**config.mk**
```make
export PLATFORM = sky130hd
export DESIGN_NAME = alu_exec_stage
export DESIGN_NICKNAME = d
export VERILOG_FILES = /design/src/rtl/alu_exec_stage.sv
export SDC_FILE = /design/constraint.sdc
export NUM_CORES = 1
export LEC_CHECK = 0
export ABC_AREA = 0
export CORE_ASPECT_RATIO = 1.5
export CORE_MARGIN = 4
export CORE_UTILIZATION = 40
export CTS_CLUSTER_SIZE = 24
export DETAILED_ROUTE_END_ITERATION = 16
export HOLD_SLACK_MARGIN = 0.15
export SYNTH_ARGS = -nofsm -noshare
export SYNTH_HDL_FRONTEND = slang
export SYNTH_SLANG_ARGS = --single-unit
export TNS_END_PERCENT = 20
```
**constraint.sdc**
```tcl
create_clock -name clk -period 8.05 [get_ports clk]
set_input_delay 1.61 -clock clk [delete_from_list [all_inputs] [get_ports clk]]
set_output_delay 1.61 -clock clk [all_outputs]
set_load 0.05 [all_outputs]
```
**src/rtl/alu_exec_stage.sv**
```systemverilog
// Pipelined execute stage: ALU with C/Z/N flags, conditional jump resolution,
// a valid/ready output register and a DEPTH-deep result history for forwarding.
module alu_exec_stage #(
    parameter int unsigned DATA_W = 16,
    parameter int unsigned IMM_W  = 8,
    parameter int unsigned DEPTH  = 2
) (
    input  logic                    clk,
    input  logic                    rst,
    input  logic                    in_valid,
    output logic                    in_ready,
    input  logic [DATA_W-1:0]       op_a,
    input  logic [DATA_W-1:0]       op_b,
    input  logic [IMM_W-1:0]        imm,
    input  logic [3:0]              alu_op,
    input  logic                    alu_src,
    input  logic [1:0]              jump_type,
    input  logic                    flush,
    output logic                    out_valid,
    input  logic                    out_ready,
    output logic [DATA_W-1:0]       result,
    output logic                    jump_taken,
    output logic [2:0]              flags,
    output logic [DEPTH*DATA_W-1:0] hist
);

    logic              out_valid_q;
    logic [DATA_W-1:0] result_q;
    logic              jump_q;
    logic              c_q, z_q, n_q;
    logic [DATA_W-1:0] hist_q [DEPTH];

    logic              accept;
    logic [DATA_W-1:0] b_opnd;
    logic [DATA_W-1:0] res_d;
    logic              c_d, z_d, n_d, jump_d;
    logic              upd_zn;
    logic              amt_zero, amt_big;
    logic [DATA_W:0]   sum;
    logic [DATA_W:0]   shl_ext;
    logic [DATA_W:0]   shr_ext;

    assign in_ready = !out_valid_q || out_ready;
    assign accept   = in_valid && in_ready && !flush;

    always_comb begin
        b_opnd   = alu_src ? DATA_W'(imm) : op_b;
        amt_zero = (imm == '0);
        amt_big  = 32'(imm) > DATA_W;
        // The extra bit catches the last bit shifted out (carry).
        shl_ext  = {1'b0, op_a} << imm;
        shr_ext  = {op_a, 1'b0} >> imm;
        sum      = '0;
        jump_d   = (jump_type == 2'd1 && z_q) || (jump_type == 2'd2 && n_q) ||
                   (jump_type == 2'd3 && c_q);
        c_d      = c_q;
        z_d      = z_q;
        n_d      = n_q;
        // Taken jump clears the tested flag; the op's own flag write below overrides it.
        if (jump_d) begin
            case (jump_type)
                2'd1:    z_d = 1'b0;
                2'd2:    n_d = 1'b0;
                2'd3:    c_d = 1'b0;
                default: ;
            endcase
        end
        res_d  = op_a;
        upd_zn = 1'b0;
        case (alu_op)
            4'd1: begin
                res_d  = ~op_a;
                upd_zn = 1'b1;
            end
            4'd2: begin
                sum    = {1'b0, op_a} + (DATA_W + 1)'(1);
                res_d  = sum[DATA_W-1:0];
                c_d    = sum[DATA_W];
                upd_zn = 1'b1;
            end
            4'd3: begin
                res_d  = op_a - DATA_W'(1);
                c_d    = (op_a == '0);
                upd_zn = 1'b1;
            end
            4'd4: begin
                sum    = {1'b0, op_a} + {1'b0, b_opnd};
                res_d  = sum[DATA_W-1:0];
                c_d    = sum[DATA_W];
                upd_zn = 1'b1;
            end
            4'd5: begin
                res_d  = op_a - b_opnd;
                c_d    = (op_a < b_opnd);
                upd_zn = 1'b1;
            end
            4'd6: begin
                res_d  = op_a & b_opnd;
                upd_zn = 1'b1;
            end
            4'd7: begin
                res_d  = op_a | b_opnd;
                upd_zn = 1'b1;
            end
            4'd8: begin
                upd_zn = 1'b1;
                if (amt_big) begin
                    res_d = '0;
                    c_d   = 1'b0;
                end else if (!amt_zero) begin
                    res_d = shl_ext[DATA_W-1:0];
                    c_d   = shl_ext[DATA_W];
                end
            end
            4'd9: begin
                upd_zn = 1'b1;
                if (amt_big) begin
                    res_d = '0;
                    c_d   = 1'b0;
                end else if (!amt_zero) begin
                    res_d = shr_ext[DATA_W:1];
                    c_d   = shr_ext[0];
                end
            end
            4'd10:   res_d = b_opnd;
            4'd11:   c_d = 1'b1;
            4'd12:   c_d = 1'b0;
            default: ;
        endcase
        if (upd_zn) begin
            z_d = (res_d == '0);
            n_d = res_d[DATA_W-1];
        end
    end

    always_ff @(posedge clk) begin
        if (rst) begin
            out_valid_q <= 1'b0;
            result_q    <= '0;
            jump_q      <= 1'b0;
            c_q         <= 1'b0;
            z_q         <= 1'b0;
            n_q         <= 1'b0;
            for (int i = 0; i < DEPTH; i++) hist_q[i] <= '0;
        end else begin
            if (flush)          out_valid_q <= 1'b0;
            else if (accept)    out_valid_q <= 1'b1;
            else if (out_ready) out_valid_q <= 1'b0;
            if (accept) begin
                result_q <= res_d;
                jump_q   <= jump_d;
                c_q      <= c_d;
                z_q      <= z_d;
                n_q      <= n_d;
                for (int i = DEPTH - 1; i > 0; i--) hist_q[i] <= hist_q[i-1];
                hist_q[0] <= res_d;
            end
        end
    end

    assign out_valid  = out_valid_q;
    assign result     = result_q;
    assign jump_taken = jump_q;
    assign flags      = {c_q, z_q, n_q};

    for (genvar g = 0; g < DEPTH; g++) begin : g_hist
        assign hist[g*DATA_W +: DATA_W] = hist_q[g];
    end

endmodule

```
### Word level (Yosys, flattened, before mapping)

Memory sizes are Yosys's and may differ from the RTL's.
Cells that the tools add are included.

| storage, ports and cells | value |
|---|---|
| flip-flop bits (word level) | 21 |
| memory bits (writable) | 32 |
| input bits | 52 |
| output and inout bits | 54 |
| logic and storage cells | 85 |
| memories | 1 |

| operators by class | value |
|---|---|
| $add $sub $neg | 4 |
| magnitude comparators | 2 |
| eq/ne operators | 15 |
| shift-type cells | 2 |
| muxes and demuxes | 29 |
| bitwise gates (word level) | 5 |
| reductions and logical operators | 21 |

Memories:

| name | words | bits a word | read ports | clocked after Yosys merged registers in | wr ports | line | source |
|---|---|---|---|---|---|---|---|
| hist_q | 2 | 16 | 2 | 0 | 2 | 31 | `logic [DATA_W-1:0] hist_q [DEPTH];` |

Operators with widths:

| cell | count |
|---|---|
| 16-bit one-hot mux with 10 select lines | 1 |
| 16-bit 2-to-1 mux | 7 |
| 16-bit zero test | 2 |
| 4-bit == test, second input constant | 5 |
| 1-bit 2-to-1 mux | 20 |
| 16-bit by 1-bit adder with 17-bit output, second input constant | 1 |
| 16-bit by 16-bit adder with 17-bit output | 1 |
| 16-bit by 8-bit left shift with 17-bit output | 1 |
| 17-bit by 8-bit right shift with 17-bit output | 1 |
| 16-bit AND | 1 |
| 4-bit by 3-bit == test with 1-bit output, second input constant | 4 |
| 16-bit less-than comparator | 1 |
| 16-bit inverter | 1 |
| 16-bit OR | 1 |
| 16-bit by 1-bit subtractor with 16-bit output, second input constant | 1 |
| 16-bit subtractor | 1 |
| 9-bit OR reduction | 1 |
| 4-bit by 2-bit == test with 1-bit output, second input constant | 2 |
| 8-bit by 5-bit > comparator with 1-bit output, second input constant | 1 |
| 8-bit zero test | 1 |
| 1-bit one-hot mux with 8 select lines | 1 |
| 2-bit nonzero test | 4 |
| 3-bit AND reduction | 2 |
| 1-bit logical AND | 5 |
| 7 further kinds | 12 |

### Logic depth before layout (Yosys ltp)

| logic depth | value |
|---|---|
| depth in word-level cells | 8 |
| gate-level depth with buffers | 17 |

### Worst setup path before layout

Ideal clock, no wire load.

| timing | value |
|---|---|
| path type | input-to-reg |
| start point | input imm[0] |
| end point | memory hist_q[0][14], data pin |
| library setup time | 0.259 ns |
| arrival | 5.130 ns |
| path slack | 2.662 ns |
| stages | 16 |
| path buffers | 4 |
| cell sequence | buf_2 buf_6 clkbuf_1 buf_2 mux2_2 ha_1 inv_1 fa_1 nor3b_1 o211ai_1 and4_1 o31ai_1 xnor2_1 nor2_1 o32a_1 and2_1 |

RTL lines:

| element | line | source |
|---|---|---|
| start, declared | 14 | `input logic [IMM_W-1:0] imm,` |
| end, declared | 31 |  |

### Final worst setup path

| timing | value |
|---|---|
| start point | input alu_src |
| end point | register z_q |

| on the way | value |
|---|---|
| cells in the longest elaborated chain, start to end | 5 |

Ends and longest elaborated chain:

| element | line | source |
|---|---|---|
| start, declared | 16 | `input logic alu_src,` |
| 16-bit 2-to-1 mux * | 47 | `b_opnd = alu_src ? DATA_W'(imm) : op_b;` |
| 16-bit subtractor (tied with other cells) | 93 | `res_d = op_a - b_opnd;` |
| 16-bit one-hot mux with 10 select lines * | 70 | `case (alu_op)` |
| 16-bit zero test * | 131 | `z_d = (res_d == '0);` |
| 1-bit 2-to-1 mux * | 130 | `if (upd_zn) begin` |
| end signal, assigned | 153 | `z_q <= z_d;` |
| end, declared | 30 | `logic c_q, z_q, n_q;` |

Every way passes the cells marked *; elsewhere a longest branch is shown, timed or not.
A chain may end at the register's enable or synchronous reset.

==> out/results.tsv <==
stage	metric	value	unit
logic_synthesis	Yosys top cell by area	edfxtp_1	
global_route	GRT Overall Usage	0.2740	
placement	dpl hpwl	24480	um
logic_synthesis	Simple-Gate Fraction of Synth Area	0.2289	
worst_setup_path	Critical Path Source Type	input port	
route	initial DRC count	822	
worst_setup_path	FF-to-FF End	hist_q[0][19]	
clock_network	root buffer cell	clkbuf_16	
worst_setup_path	Worst Path Required	8.25	ns
worst_setup_path	Worst R2R Start	out_valid	
logic_synthesis	multiplexer area fraction after synthesis	0.1408	
logic_synthesis	synthesized area per cell	8.041	um^2
floorplan	floorplan die width	123.7	um
route	Final ANT Viol Nets	0	
floorplan	starting density of the core	0.4056	
power_and_ir_drop	leakage	3.693	nW
logic_synthesis	synth cell count leaders	nor2_1 (80), ha_1 (61), clkbuf_1 (60), nand2_1 (60), a21oi_1 (58)	
timing	RSZ-0062 raised after global routing	false	
clock_network	Worst-path clk slew	0.07	ns
timing	Least-Margin Pin Slew	1.158	ns
logic_synthesis	Synth Instances	998	
global_route	initial antenna violation count	0	
final_layout	fraction of layout cells with a size suffix above 1	0.09438	
worst_setup_path	origin of the worst setup path	alu_src	
timing	Final Max Slew Viols	0	
final_layout	nets	1163	
floorplan	# IOs	106	
logic_synthesis	Async S/R FF share, synth	0	
clock_network	clk_lat worst skew	0.29	ns
clock_network	CTS tree	done	
logic_synthesis	top-count cell post-synth	nor2_1	
timing	# setup viols final	0	
global_route	first-pass GRT wire length	47880	um
power_and_ir_drop	Max IR drop VDD	0.00009359	V
timing	Final period util	0.7767	
floorplan	core outline area	19790	um^2
final_layout	area delta synth->final	16.82	%
logic_synthesis	post-synthesis adder-cell area fraction	0.1001	
min_path	Worst Hold Depth	1	
power_and_ir_drop	Power Dens Cells	113.3	nW/um^2
timing	FMAX	159.9	MHz
final_layout	ANT cells	0	
clock_network	CTS resizes	0	
clock_network	total setup buffers inserted after CTS	0	
logic_synthesis	Yosys cell types	87	
clock_network	Num CTS Buffers	5	
logic_synthesis	xor and xnor fraction of the mapped netlist area	0.02838	
logic_synthesis	largest family of logic cells by synthesized area	compound AO/OA/AOI/OAI gates	
timing	min cycle time layout	6.253	ns
min_path	Worst Hold Launch	result[2]	
outcome	run status	finished clean	
floorplan	row cnt	63	
clock_network	clock sinks	53	
clock_network	number of hold buffers added after CTS	0	
route	drt drc	0	
global_route	vias in the first global route	8118	
worst_setup_path	Max Fanout on Critical Path	16	
floorplan	die outline height	181.5	um
route	vias per inst	6.537	
placement	IO buf count	105	
worst_setup_path	Worst EP arrival	6.45	ns
placement	RePlAce Congestion	1.085	
logic_synthesis	EDFF count, synth	32	
timing	Final Skew	0.008059	ns
power_and_ir_drop	Design Power	1.062	mW
clock_network	H-tree depth	2	
timing	Slew HR	0.2252	
global_route	total congestion overflow	0	
logic_synthesis	Synth Warn #	0	
logic_synthesis	syn_nets	1113	
timing	Final Hold Viols	0	
min_path	Hold Path Sink	result[2]	
logic_synthesis	FF+latch count, synth	53	
global_route	largest net degree at the start of global routing	52	
logic_synthesis	post-synth design cell area	8025	um^2
route	final wirelength	31740	um
logic_synthesis	register area share after synthesis	0.1721	
route	drt first pass iters	6	
worst_setup_path	Setup Crit Path Kind	in2reg	
route	post-detailed-route wirelength per cell	24.25	um
worst_setup_path	CP endpoint kind	register	
logic_synthesis	Synth area leaders	edfxtp_1 (12%), ha_1 (9.5%), mux4_2 (7.3%), dfxtp_1 (5.2%), mux2i_1 (4.5%)	
floorplan	Die Area	22440	um^2
clock_network	Bufs on Longest Clock Path	2	
flow_run	Max-Cap Viols	0	
min_path	worst min-delay path category	reg2reg	
logic_synthesis	Compound-Gate Fraction of Synth Area	0.2571	
timing	setup_tns	0	ns
logic_synthesis	share of the synthesized area in the top cell type	0.1197	
logic_synthesis	Main synth FF type	edfxtp_1	
route	Vias	8557	
worst_setup_path	FF-to-FF setup slack	5.35	ns
worst_setup_path	reg2reg path depth	6	
## worst max-delay path, stage by stage
cell	delay, ns
clkdlybuf4s50_1	0.99
mux2_2	0.34
ha_1	0.22
inv_1	0.08
fa_1	0.43
nor3b_1	0.42
nor2_1	0.14
xnor2_1	0.15
a211oi_1	0.31
nand3b_1	0.13
a2111oi_0	0.89
and4b_1	0.33
o2111ai_1	0.14
o41ai_2	0.29
## registers in the layout (all words and copies together) (netlist names)
| register | flops |
|---|---|
| hist_q | 32 |
| result | 16 |
| c_q | 1 |
| jump_taken | 1 |
| n_q | 1 |
| out_valid | 1 |
| z_q | 1 |
## logic make-up after synthesis
logic type	count (synthesis)
AND/OR/NAND/NOR	342
flip-flops	53
buffers and inverters	141
adder cells (fa/ha/maj)	63
AO/OA/AOI/OAI	295
XOR/XNOR	26
multiplexers	78
## layout by cell type, fill, tap and decap left out, types with 8 or more instances in the layout
cell	count
clkdlybuf4s50_1	102
and2_1	25
nand2b_1	21
mux2i_1	36
o211ai_1	17
mux4_2	26
o31ai_1	10
nor2b_1	14
nand4_1	9
nand2_1	60
a31oi_1	14
a21oi_1	58
or4_1	8
mux2_2	15
nor4_1	13
ha_1	61
a211oi_1	14
xnor2_1	20
buf_4	32
edfxtp_1	32
o22ai_1	18
a21o_1	25
nor3_1	27
inv_1	45
o21ai_0	38
nor2_1	80
nand3_1	28
o311ai_0	8
dfxtp_1	21
## routing by layer
layer | share of wire | track usage
met5 | 0 | 0
met4 | 0.069 | 0.1614
met3 | 0.079 | 0.03708
met2 | 0.49 | 0.4659
met1 | 0.36 | 0.3217
## stage by stage
step / cells / util / setup slack, ns / hold WS [ns] / cell area (um^2)
detailed placement: 1301 / 0.4663 / 1.480 / 0.4435 / 9226
finish: 1309 / 0.4739 / 1.797 / 0.4596 / 9375
global placement: 1301 / 0.4663 / 1.489 / 0.4331 / 9226
global route: 1309 / 0.4739 / 1.506 / 0.4701 / 9375
floorplan: 998 / - / 2.662 / 0.4603 / 8025
CTS: 1309 / 0.4739 / 1.769 / 0.4600 / 9375
## how the worst max path moves through the flow
stage,to,slack (ns)
6_report,z_q,1.80
5_1_grt,z_q,1.51
4_1_cts,z_q,1.77
3_5_place_dp,z_q,1.48
3_3_place_gp,z_q,1.49
2_1_floorplan,hist_q[0][14],2.66
## area by class of cell
type	instances	area, um^2
Fill cell	1984	10410
Multi-Input combinational cell	804	6067
Sequential cell	53	1381
Timing Repair Buffer	137	1276
Tap cell	260	325.3
Inverter	47	176.4
Clock buffer	5	125.1
Clock inverter	3	23.77
## power breakdown
part	switching [mW]	internal [mW]
Clock	0.0919	0.117
Combinational	0.338	0.204
Sequential	0.00687	0.305
Total	0.436	0.626
Note: power is estimated with default switching activity, not from simulation.
